## src/rtl/dac_serial_tx.sv

```systemverilog
// dac_serial_tx -- serial frame transmitter for a 12-bit DAC with a
// SYNC/SCLK/SDATA interface.
//
// A one-entry input buffer takes {pd, d_in} on a valid/ready handshake. The
// frame engine (IDLE -> SHIFT -> QUIET) loads the buffer into a 16-bit shift
// register, sends {2'b00, pd, d_in} MSB first, and then holds SYNC high for a
// quiet gap before the next frame. SDATA changes only when SCLK rises, so the
// DAC samples on SCLK falling edges with HALF_DIV cycles of setup and hold.
//
// Parameters
//   HALF_DIV     : clk_nexys cycles per SCLK half-period (2..255)
//   QUIET_HALVES : SCLK half-periods of SYNC high between frames (1..255)
// Ports
//   clk_nexys : system clock, rising edge
//   reset     : asynchronous, active-low
//   in_valid  : sample offered
//   in_ready  : input buffer empty (registered)
//   d_in      : 12-bit unsigned DAC code
//   pd        : 2-bit power-down mode, captured with d_in
//   SCLK      : serial clock, idles high
//   SYNC      : active-low frame strobe
//   SDATA     : serial data, MSB first
//   busy      : frame engine not in IDLE
//   listo     : one-cycle pulse as a frame completes
module dac_serial_tx #(
  parameter int HALF_DIV     = 4,
  parameter int QUIET_HALVES = 2
) (
  input  logic        clk_nexys,
  input  logic        reset,
  input  logic        in_valid,
  output logic        in_ready,
  input  logic [11:0] d_in,
  input  logic [1:0]  pd,
  output logic        SCLK,
  output logic        SYNC,
  output logic        SDATA,
  output logic        busy,
  output logic        listo
);

  localparam int QUIET_CYC = QUIET_HALVES * HALF_DIV;
  localparam int DW        = $clog2(HALF_DIV);
  localparam int QW        = $clog2(QUIET_CYC);
  localparam logic [DW-1:0] DIV_LAST = DW'(HALF_DIV - 1);
  localparam logic [QW-1:0] Q_LAST   = QW'(QUIET_CYC - 1);

  typedef enum logic [1:0] {IDLE, SHIFT, QUIET} state_t;

  state_t         state, state_n;
  logic [13:0]    buf_q;
  logic [15:0]    shreg;
  logic [DW-1:0]  div;
  logic [4:0]     half;   // SCLK transitions so far; even = fall, odd = rise
  logic [QW-1:0]  qcnt;
  logic           load, tick, fin;
  logic           buf_full;

  // in_ready is the register itself; the buffer is full when it is low.
  assign buf_full = ~in_ready;
  assign busy     = (state != IDLE);
  assign SDATA    = shreg[15];

  always_ff @(posedge clk_nexys or negedge reset) begin
    if (!reset) state <= IDLE;
    else        state <= state_n;
  end

  always_comb begin
    state_n = state;
    load    = 1'b0;
    tick    = 1'b0;
    fin     = 1'b0;
    unique case (state)
      IDLE: begin
        if (buf_full) begin
          load    = 1'b1;
          state_n = SHIFT;
        end
      end
      SHIFT: begin
        if (div == DIV_LAST) begin
          tick = 1'b1;
          // 32nd transition is the rise after the 16th fall: frame ends.
          if (half == 5'd31) begin
            fin     = 1'b1;
            state_n = QUIET;
          end
        end
      end
      QUIET: begin
        if (qcnt == Q_LAST) begin
          // Chain straight into the next frame when a sample is waiting.
          if (buf_full) begin
            load    = 1'b1;
            state_n = SHIFT;
          end else begin
            state_n = IDLE;
          end
        end
      end
      default: state_n = IDLE;
    endcase
  end

  always_ff @(posedge clk_nexys or negedge reset) begin
    if (!reset) begin
      in_ready <= 1'b1;
      buf_q    <= '0;
      shreg    <= '0;
      SCLK     <= 1'b1;
      SYNC     <= 1'b1;
      div      <= '0;
      half     <= '0;
      qcnt     <= '0;
      listo    <= 1'b0;
    end else begin
      listo <= fin;

      // Load only happens with the buffer full (in_ready low), so an
      // accept and a load never land on the same edge.
      if (load) begin
        in_ready <= 1'b1;
      end else if (in_valid && in_ready) begin
        in_ready <= 1'b0;
        buf_q    <= {pd, d_in};
      end

      if (load) begin
        shreg <= {2'b00, buf_q};
        SYNC  <= 1'b0;
        SCLK  <= 1'b1;
        div   <= '0;
        half  <= '0;
      end else if (state == SHIFT) begin
        if (tick) begin
          div  <= '0;
          half <= half + 5'd1;
          if (!half[0]) begin
            SCLK <= 1'b0;
          end else if (fin) begin
            SCLK  <= 1'b1;
            SYNC  <= 1'b1;
            shreg <= '0;
            qcnt  <= '0;
          end else begin
            SCLK  <= 1'b1;
            shreg <= {shreg[14:0], 1'b0};
          end
        end else begin
          div <= div + DW'(1);
        end
      end else if (state == QUIET) begin
        qcnt <= qcnt + QW'(1);
      end
    end
  end

endmodule

```

## config.mk

```make
export PLATFORM = sky130hd
export DESIGN_NAME = dac_serial_tx
export DESIGN_NICKNAME = d
export VERILOG_FILES = /design/src/rtl/dac_serial_tx.sv
export SDC_FILE = /design/constraint.sdc
export NUM_CORES = 1
export LEC_CHECK = 0
export ABC_AREA = 1
export BUFFER_PORTS_ARGS = -buffer_cell sky130_fd_sc_hd__buf_2
export CAP_MARGIN = 20
export CORE_ASPECT_RATIO = 0.75
export CORE_UTILIZATION = 45
export CTS_BUF_LIST = sky130_fd_sc_hd__clkbuf_8
export CTS_CLUSTER_DIAMETER = 60
export DETAILED_ROUTE_END_ITERATION = 12
export PLACE_DENSITY = 0.65
export SYNTH_ARGS = -nofsm -noshare
export SYNTH_HDL_FRONTEND = slang
export SYNTH_SLANG_ARGS = --single-unit
```

## constraint.sdc

```tcl
create_clock -name clk_nexys -period 3.6 [get_ports clk_nexys]
set_input_delay 0.18 -clock clk_nexys [delete_from_list [all_inputs] [get_ports clk_nexys]]
set_output_delay 0.18 -clock clk_nexys [all_outputs]
set_load 0.05 [all_outputs]
```

==> key figures, run 1 <==
Placement
  • IO buf count: 22
  • Post-DP Area: 2246 sq um
  • Hpwl dp: 2615 microns
  • Routability cong.: 0.7050

CTS
  • Clock latency on the worst-skew pair: 0.30 ns
  • CTS Buf Count: 5
  • Clock slew at reported path FFs: 0.08 ns
  • Sink Count: 46
  • Clock Root Buffer: clkbuf_8
  • CTS tree: done
  • H-tree lvl count: 2
  • CTS Buffer Depth: 2
  • Setup bufs post-CTS: 0

Power
  • Register share of total power: 49.5%
  • Pwr Density: 718.2 nW/um^2
  • Leakage: 1.319 nW
  • Maximum VDD drop: 0.3288 mV
  • Net Switching: 0.0006051 W
  • Clock power frac: 19.1%
  • Power share of the combinational group: 31.4%
  • Switching portion of total power: 35.59%
  • P_int: 0.001095 W

Drt
  • Met1 Wirelength: 1986 microns
  • Vias: 1511
  • Avg WL per Cell: 11.80 microns
  • WL met2: 1544 microns
  • DRT iter0 DRCs: 95
  • Vias/cell: 4.737
  • DRT antenna net count: 0
  • Metal3 WL: 175 microns
  • Top sig layer: met4
  • Drt pass-1 iters: 5
  • Total Wirelength: 3764 microns
  • DRC viols: 0

Worst hold path
  • Hold Crit Class: primary input to flop

Worst setup path
  • Worst Setup End Kind: flop
  • Critical path class: flop to flop
  • Worst EP arrival: 2.40 ns
  • Critical Path Source Type: flop
  • Required time of the critical path: 3.84 ns
  • CP Max Fanout: 17

Floorplanning
  • Die height: 61.24 microns
  • Die Wd: 80.99 microns
  • Cell row count: 21
  • Die footprint: 4960 sq um
  • Starting density of the core: 47.14%
  • Core Area: 4467 sq um
  • Top-Level Pins: 23

Final layout
  • Design Area, Final: 2367 sq um
  • Ratio of cells with drive above 1 in the final layout: 20.61%
  • Ant diodes: 0
  • Area Overhead vs Synth: 12.42%
  • Layout Nets: 283

Synthesis
  • Mapped Cells: 236
  • Post-synth top cells: nand2_1, dfrtp_1, inv_1, nand3_1, mux2_2
  • Top-count cell post-synth: nand2_1
  • Synth cell types: 19
  • Synth Cell Area: 2106 sq um
  • Synth async-reset ratio: 100.0%
  • Mapped Nets: 258
  • Leading area contributor after synthesis: dfrtp_1
  • Synth area leaders: dfrtp_1, nand2_1, mux2_2, nand3_1, inv_1
  • Synth Warn #: 0
  • Seq/Total Area, Yosys: 54.84%
  • Post-synth EDFFs: 0
  • Main flop type after synthesis: dfrtp_1
  • Yosys reg bits: 46
  • Yosys top cell area share: 51.10%
  • Syn_area_per_cell: 8.923 sq um

Timing
  • Final period util: 60.17%
  • RSZ-0062 raised after global routing: false
  • Slew margin rel.: 61.21%
  • Clock Skew: 0.006461 ns
  • Worst Max-Slew Pin Slew: 0.5805 ns
  • Crit path time final: 2.166 ns
  • Final hold violation count: 0
  • Slew Limit Fails: 0
  • # setup viols final: 0
  • Total Neg Setup Slack: 0 ns
  • Achievable Freq: 0.4616 GHz

Run
  • MaxCap Viol Count: 0

Global route
  • Global Route Usage Sum: 17.44%
  • First-pass GRT wire length: 6251 microns
  • Remaining global-route overflow: 0
  • Initial antenna violation count: 0
  • Vias in the first global route: 1305
  • Largest net degree at the start of global routing: 47

Status
  • Status: finished clean
## registers in the layout, summed over array words and instances (netlist names)
| signal | count |
|---|---|
| in_ready | 1 |
| listo | 1 |
| buf_q | 14 |
| half | 5 |
| qcnt | 3 |
| SCLK | 1 |
| div | 2 |
| SYNC | 1 |
| state | 2 |
| shreg | 16 |
## layer usage
metal / GRT usage (%) / vias up
li1: - / 780
met1: 25.57 / 694
met2: 24.37 / 30
met3: 4.889 / 7
met4: 6.888 / 0
met5: 0 / -
## power by group through the flow
| stage | Sequential [W] | Combinational [W] | Clock (W) |
|---|---|---|---|
| 2_1_floorplan | 0.000863 | 0.000400 | 0 |
| 3_3_place_gp | 0.000849 | 0.000521 | 0 |
| 3_5_place_dp | 0.000852 | 0.000536 | 0 |
| 4_1_cts | 0.000843 | 0.000539 | 0.000328 |
| 5_1_grt | 0.000870 | 0.000613 | 0.000354 |
| 6_report | 0.000841 | 0.000534 | 0.000325 |
## what timing repair did
item                                   4_1_cts  5_1_grt
resized for setup                            0        0
endpoints found under the hold margin        0        7
hold buffers                                 0        1
## cell families after synthesis
logic type / after synthesis / synth area share, %
AOI/OAI and AO/OA: 10 / 2.376
adders and majority gates: 5 / 2.971
buffers and inverters: 36 / 7.487
DFF: 46 / 54.84
muxes: 13 / 6.952
and+or+nand+nor: 126 / 25.37
## layout make-up
cell class	instances	area, sq um
fillers	438	2100
flip-flops and latches	46	1155
multi-input cells	154	793.3
repair buffers	25	147.6
inverters	29	108.9
clock buffers	6	82.58
well taps	57	71.32
clock inverters	2	8.758
## cells in the final DEF, fill, tap and decap left out
cell	netlist	layout
a21oi_1	5	5
buf_2	3	22
inv_2	2	2
nor2_1	6	6
clkbuf_8	0	6
nand2_4	1	1
nor2_4	2	2
buf_4	3	1
dfrtp_1	43	43
buf_12	0	1
ha_1	5	5
nand2_2	1	1
dlygate4sd3_1	0	1
clkinv_2	0	1
nand3_1	24	24
inv_1	27	28
dfstp_2	3	3
nand2_1	90	90
o21ai_0	5	5
nand3b_1	1	1
mux2_2	13	13
or2_2	1	1
## worst max-delay path: stages, from the launching register on
cell and delay, ns:
dfrtp_1 0.40, ha_1 0.21, ha_1 0.18, inv_1 0.06
nand2_1 0.04, nand2_1 0.31, buf_4 0.29, nand2_1 0.11
nor2_4 0.30, nand2_1 0.10, nand2_1 0.08
## metrics by stage
step                util (%)  total power (W)  cells  setup WS [ns]  hold slack, ns
finish                 53.00         0.001700    319          1.434         0.03863
global route           53.00         0.001837    319          1.252         0.05101
CTS                    52.32         0.001710    317          1.431         0.04034
detailed placement     50.28         0.001388    309          1.468          0.3588
global placement       50.28         0.001369    309          1.531          0.3660
floorplan                  -         0.001263    236          2.072         -0.1156
## path summary, 6_finish.rpt
check                           cells past startpoint       from   endpoint  slack [ns]
max in group asynchronous                           3      reset       SYNC        2.84
worst max-delay path                               10    qcnt[0]   shreg[7]        1.43
worst min register to register                      2  shreg[12]  shreg[13]        0.47
worst max register to register                     10    qcnt[0]   shreg[7]        1.43
worst min-delay path                                2   in_valid   in_ready        0.04
min in group asynchronous                           2      reset   state[1]        0.26
Power figures use the tool's default switching activity.
==> run 2, diff against run 1 <==
Clock period 3.6 ns to 2 ns, I/O delays scaled along.
==> run 2 against run 1 <==
  * Highest routed layer unchanged
  * Power rose by 85%
  * Die area did not move
  * Worst setup slack got worse by 1.2 ns
  * Via count rose by 0.79%
  * Critical path depth rose by 1
==> key figures, run 2 (synthesized netlist as in run 1, its figures left out) <==
Final layout
  • Area Overhead vs Synth: 13.55%
  • Ant diodes: 0
  • Top flop regs: shreg: 16 flops, buf_q: 14 flops, half: 5 flops
  • Most common cell after layout, fill and taps aside: nand2_1
  • Ratio of cells with drive above 1 in the final layout: 20.83%
  • Fillers: 434
  • Layout Nets: 285
  • Top reg by flops: shreg
  • Most frequent cells in the layout: nand2_1, dfrtp_1, inv_1, nand3_1, buf_2
  • Fin util: 53.53%
  • Max reg flops: 16

Drt
  • DRC viols: 0
  • Drt pass-1 iters: 5
  • Avg WL per Cell: 11.78 microns
  • DRT antenna net count: 0
  • Total Wirelength: 3781 microns
  • Vias/cell: 4.745
  • DRT iter0 DRCs: 64
  • Vias: 1523

Global route
  • Global Route Usage Sum: 17.49%
  • Vias in the first global route: 1320
  • Initial antenna violation count: 0
  • First-pass GRT wire length: 6189 microns
  • Largest net degree at the start of global routing: 47
  • Remaining global-route overflow: 0

Timing
  • # setup viols final: 0
  • Total Neg Setup Slack: 0 ns
  • Worst Max-Slew Pin Slew: 0.5969 ns
  • Clock Skew: 0.007369 ns
  • Crit path time final: 1.768 ns
  • Final period util: 88.39%
  • Achievable Freq: 0.5657 GHz
  • Final hold violation count: 0
  • Slew Limit Fails: 0
  • Slew margin rel.: 60.11%
  • RSZ-0062 raised after global routing: false

Worst setup path
  • Worst path cell trace: ha_1 > ha_1 > inv_1 > nand2_1 > nand2_1 > buf_4 > nand2_1 > inv_1 > nand2_1 > nand2_1 > nand2_1
  • Critical path class: flop to flop
  • Worst reg2reg path depth: 11
  • Buf/Inv on CP: 3
  • Worst EP arrival: 1.96 ns
  • CP max-delay cell: dfrtp_1
  • Required time of the critical path: 2.19 ns
  • Worst path depth: 11
  • Cell class contributing the biggest share of worst-path delay: simple AND/OR/NAND/NOR gates
  • Most used cell, CP: nand2_1
  • CP Max Fanout: 22
  • Crit-path max cell delay: 0.40 ns
  • Worst Setup End Kind: flop
  • Critical Path Source Type: flop

CTS
  • Clock latency on the worst-skew pair: 0.30 ns
  • H-tree lvl count: 2
  • CTS Buf Count: 5
  • Clock slew at reported path FFs: 0.09 ns
  • CTS tree: done
  • Post-CTS sizing: 0
  • CTS Hold Bufs: 2
  • CTS Buffer Depth: 2
  • Setup bufs post-CTS: 0
  • Sink Count: 46
  • Clock Root Buffer: clkbuf_8

Power
  • Pwr Density: 1317 nW/um^2
  • Maximum VDD drop: 0.6328 mV
  • Leakage: 1.326 nW
  • Total power: 0.003150 W

Status
  • Status: finished clean

Run
  • MaxCap Viol Count: 0

Floorplanning
  • Die footprint: 4960 sq um
  • Die Wd: 80.99 microns
  • Core Area: 4467 sq um
  • Starting density of the core: 47.14%
  • Cell row count: 21
  • Die height: 61.24 microns
  • Top-Level Pins: 23

Placement
  • Routability cong.: 0.7749
  • IO buf count: 22
  • Hpwl dp: 2614 microns

Worst hold path
  • Hold path depth: 2
  • Hold Crit Class: primary input to flop
## run 2: cell types whose count changed in the layout (fill, tap and decap cells not counted)
cell           delta
buf_4             +2
clkinv_2          -1
clkbuf_8          -1
buf_12            -1
dlygate4sd3_1     +1
bufinv_16         +1
clkinvlp_4        +1
## run 2: path summary, 6_finish.rpt
| kind | start | endpoint | slack, ns |
|---|---|---|---|
| hold / removal | d_in[4] | buf_q[4] | 0.03 |
| max in group asynchronous | reset | SYNC | 1.20 |
| setup reg to reg | qcnt[0] | qcnt[1] | 0.23 |
| setup / recovery | qcnt[0] | qcnt[1] | 0.23 |
| hold reg to reg | SYNC | SYNC | 0.47 |
| min in group asynchronous | reset | half[3] | 0.40 |
## run 2: layout make-up
type                       instances  area [sq um]  share of cell area (%)
sequential                        46          1155                   48.30
multi-input combinational        154         793.3                   33.18
timing repair buffer              27         152.6                   6.384
inverter                          29         108.9                   4.553
tap                               57         71.32                   2.983
clock buffer                       5         68.82                   2.878
clock inverter                     3         41.29                   1.727
## run 2: metal layers
| metal | share of wire (%) | up-vias | track usage [%] | wire [microns] |
|---|---|---|---|---|
| met5 | 0 | - | 0 | 0 |
| met1 | 54 | 708 | 23.84 | 2024 |
| met3 | 3.0 | 6 | 6.222 | 115 |
| met2 | 42 | 27 | 25.69 | 1580 |
| met4 | 1.6 | 0 | 6.888 | 61 |
| li1 | - | 782 | - | - |
## run 2: per-stage QoR
stage	area, sq um	worst slack [ns]	hold WS, ns	std cells
floorplan	2106	0.4720	-0.1956	236
global placement	2261	0.2734	0.2215	311
detailed placement	2261	0.2360	0.2161	311
CTS	2391	0.2126	0.01779	321
global route	2391	0.08055	0.01429	321
finish	2391	0.2322	0.02680	321
## run 2: worst reg2reg max path: stages, from the launching register on
cell and delay, ns:
dfrtp_1 0.40, ha_1 0.21, ha_1 0.20, inv_1 0.06, nand2_1 0.05, nand2_1 0.12, buf_4 0.27, nand2_1 0.09
inv_1 0.05, nand2_1 0.09, nand2_1 0.08, nand2_1 0.05
## run 2: power breakdown
part | internal (W) | switching, W
Combinational | 0.000394 | 0.000572
Clock | 0.000368 | 0.000304
Sequential | 0.00131 | 0.000206
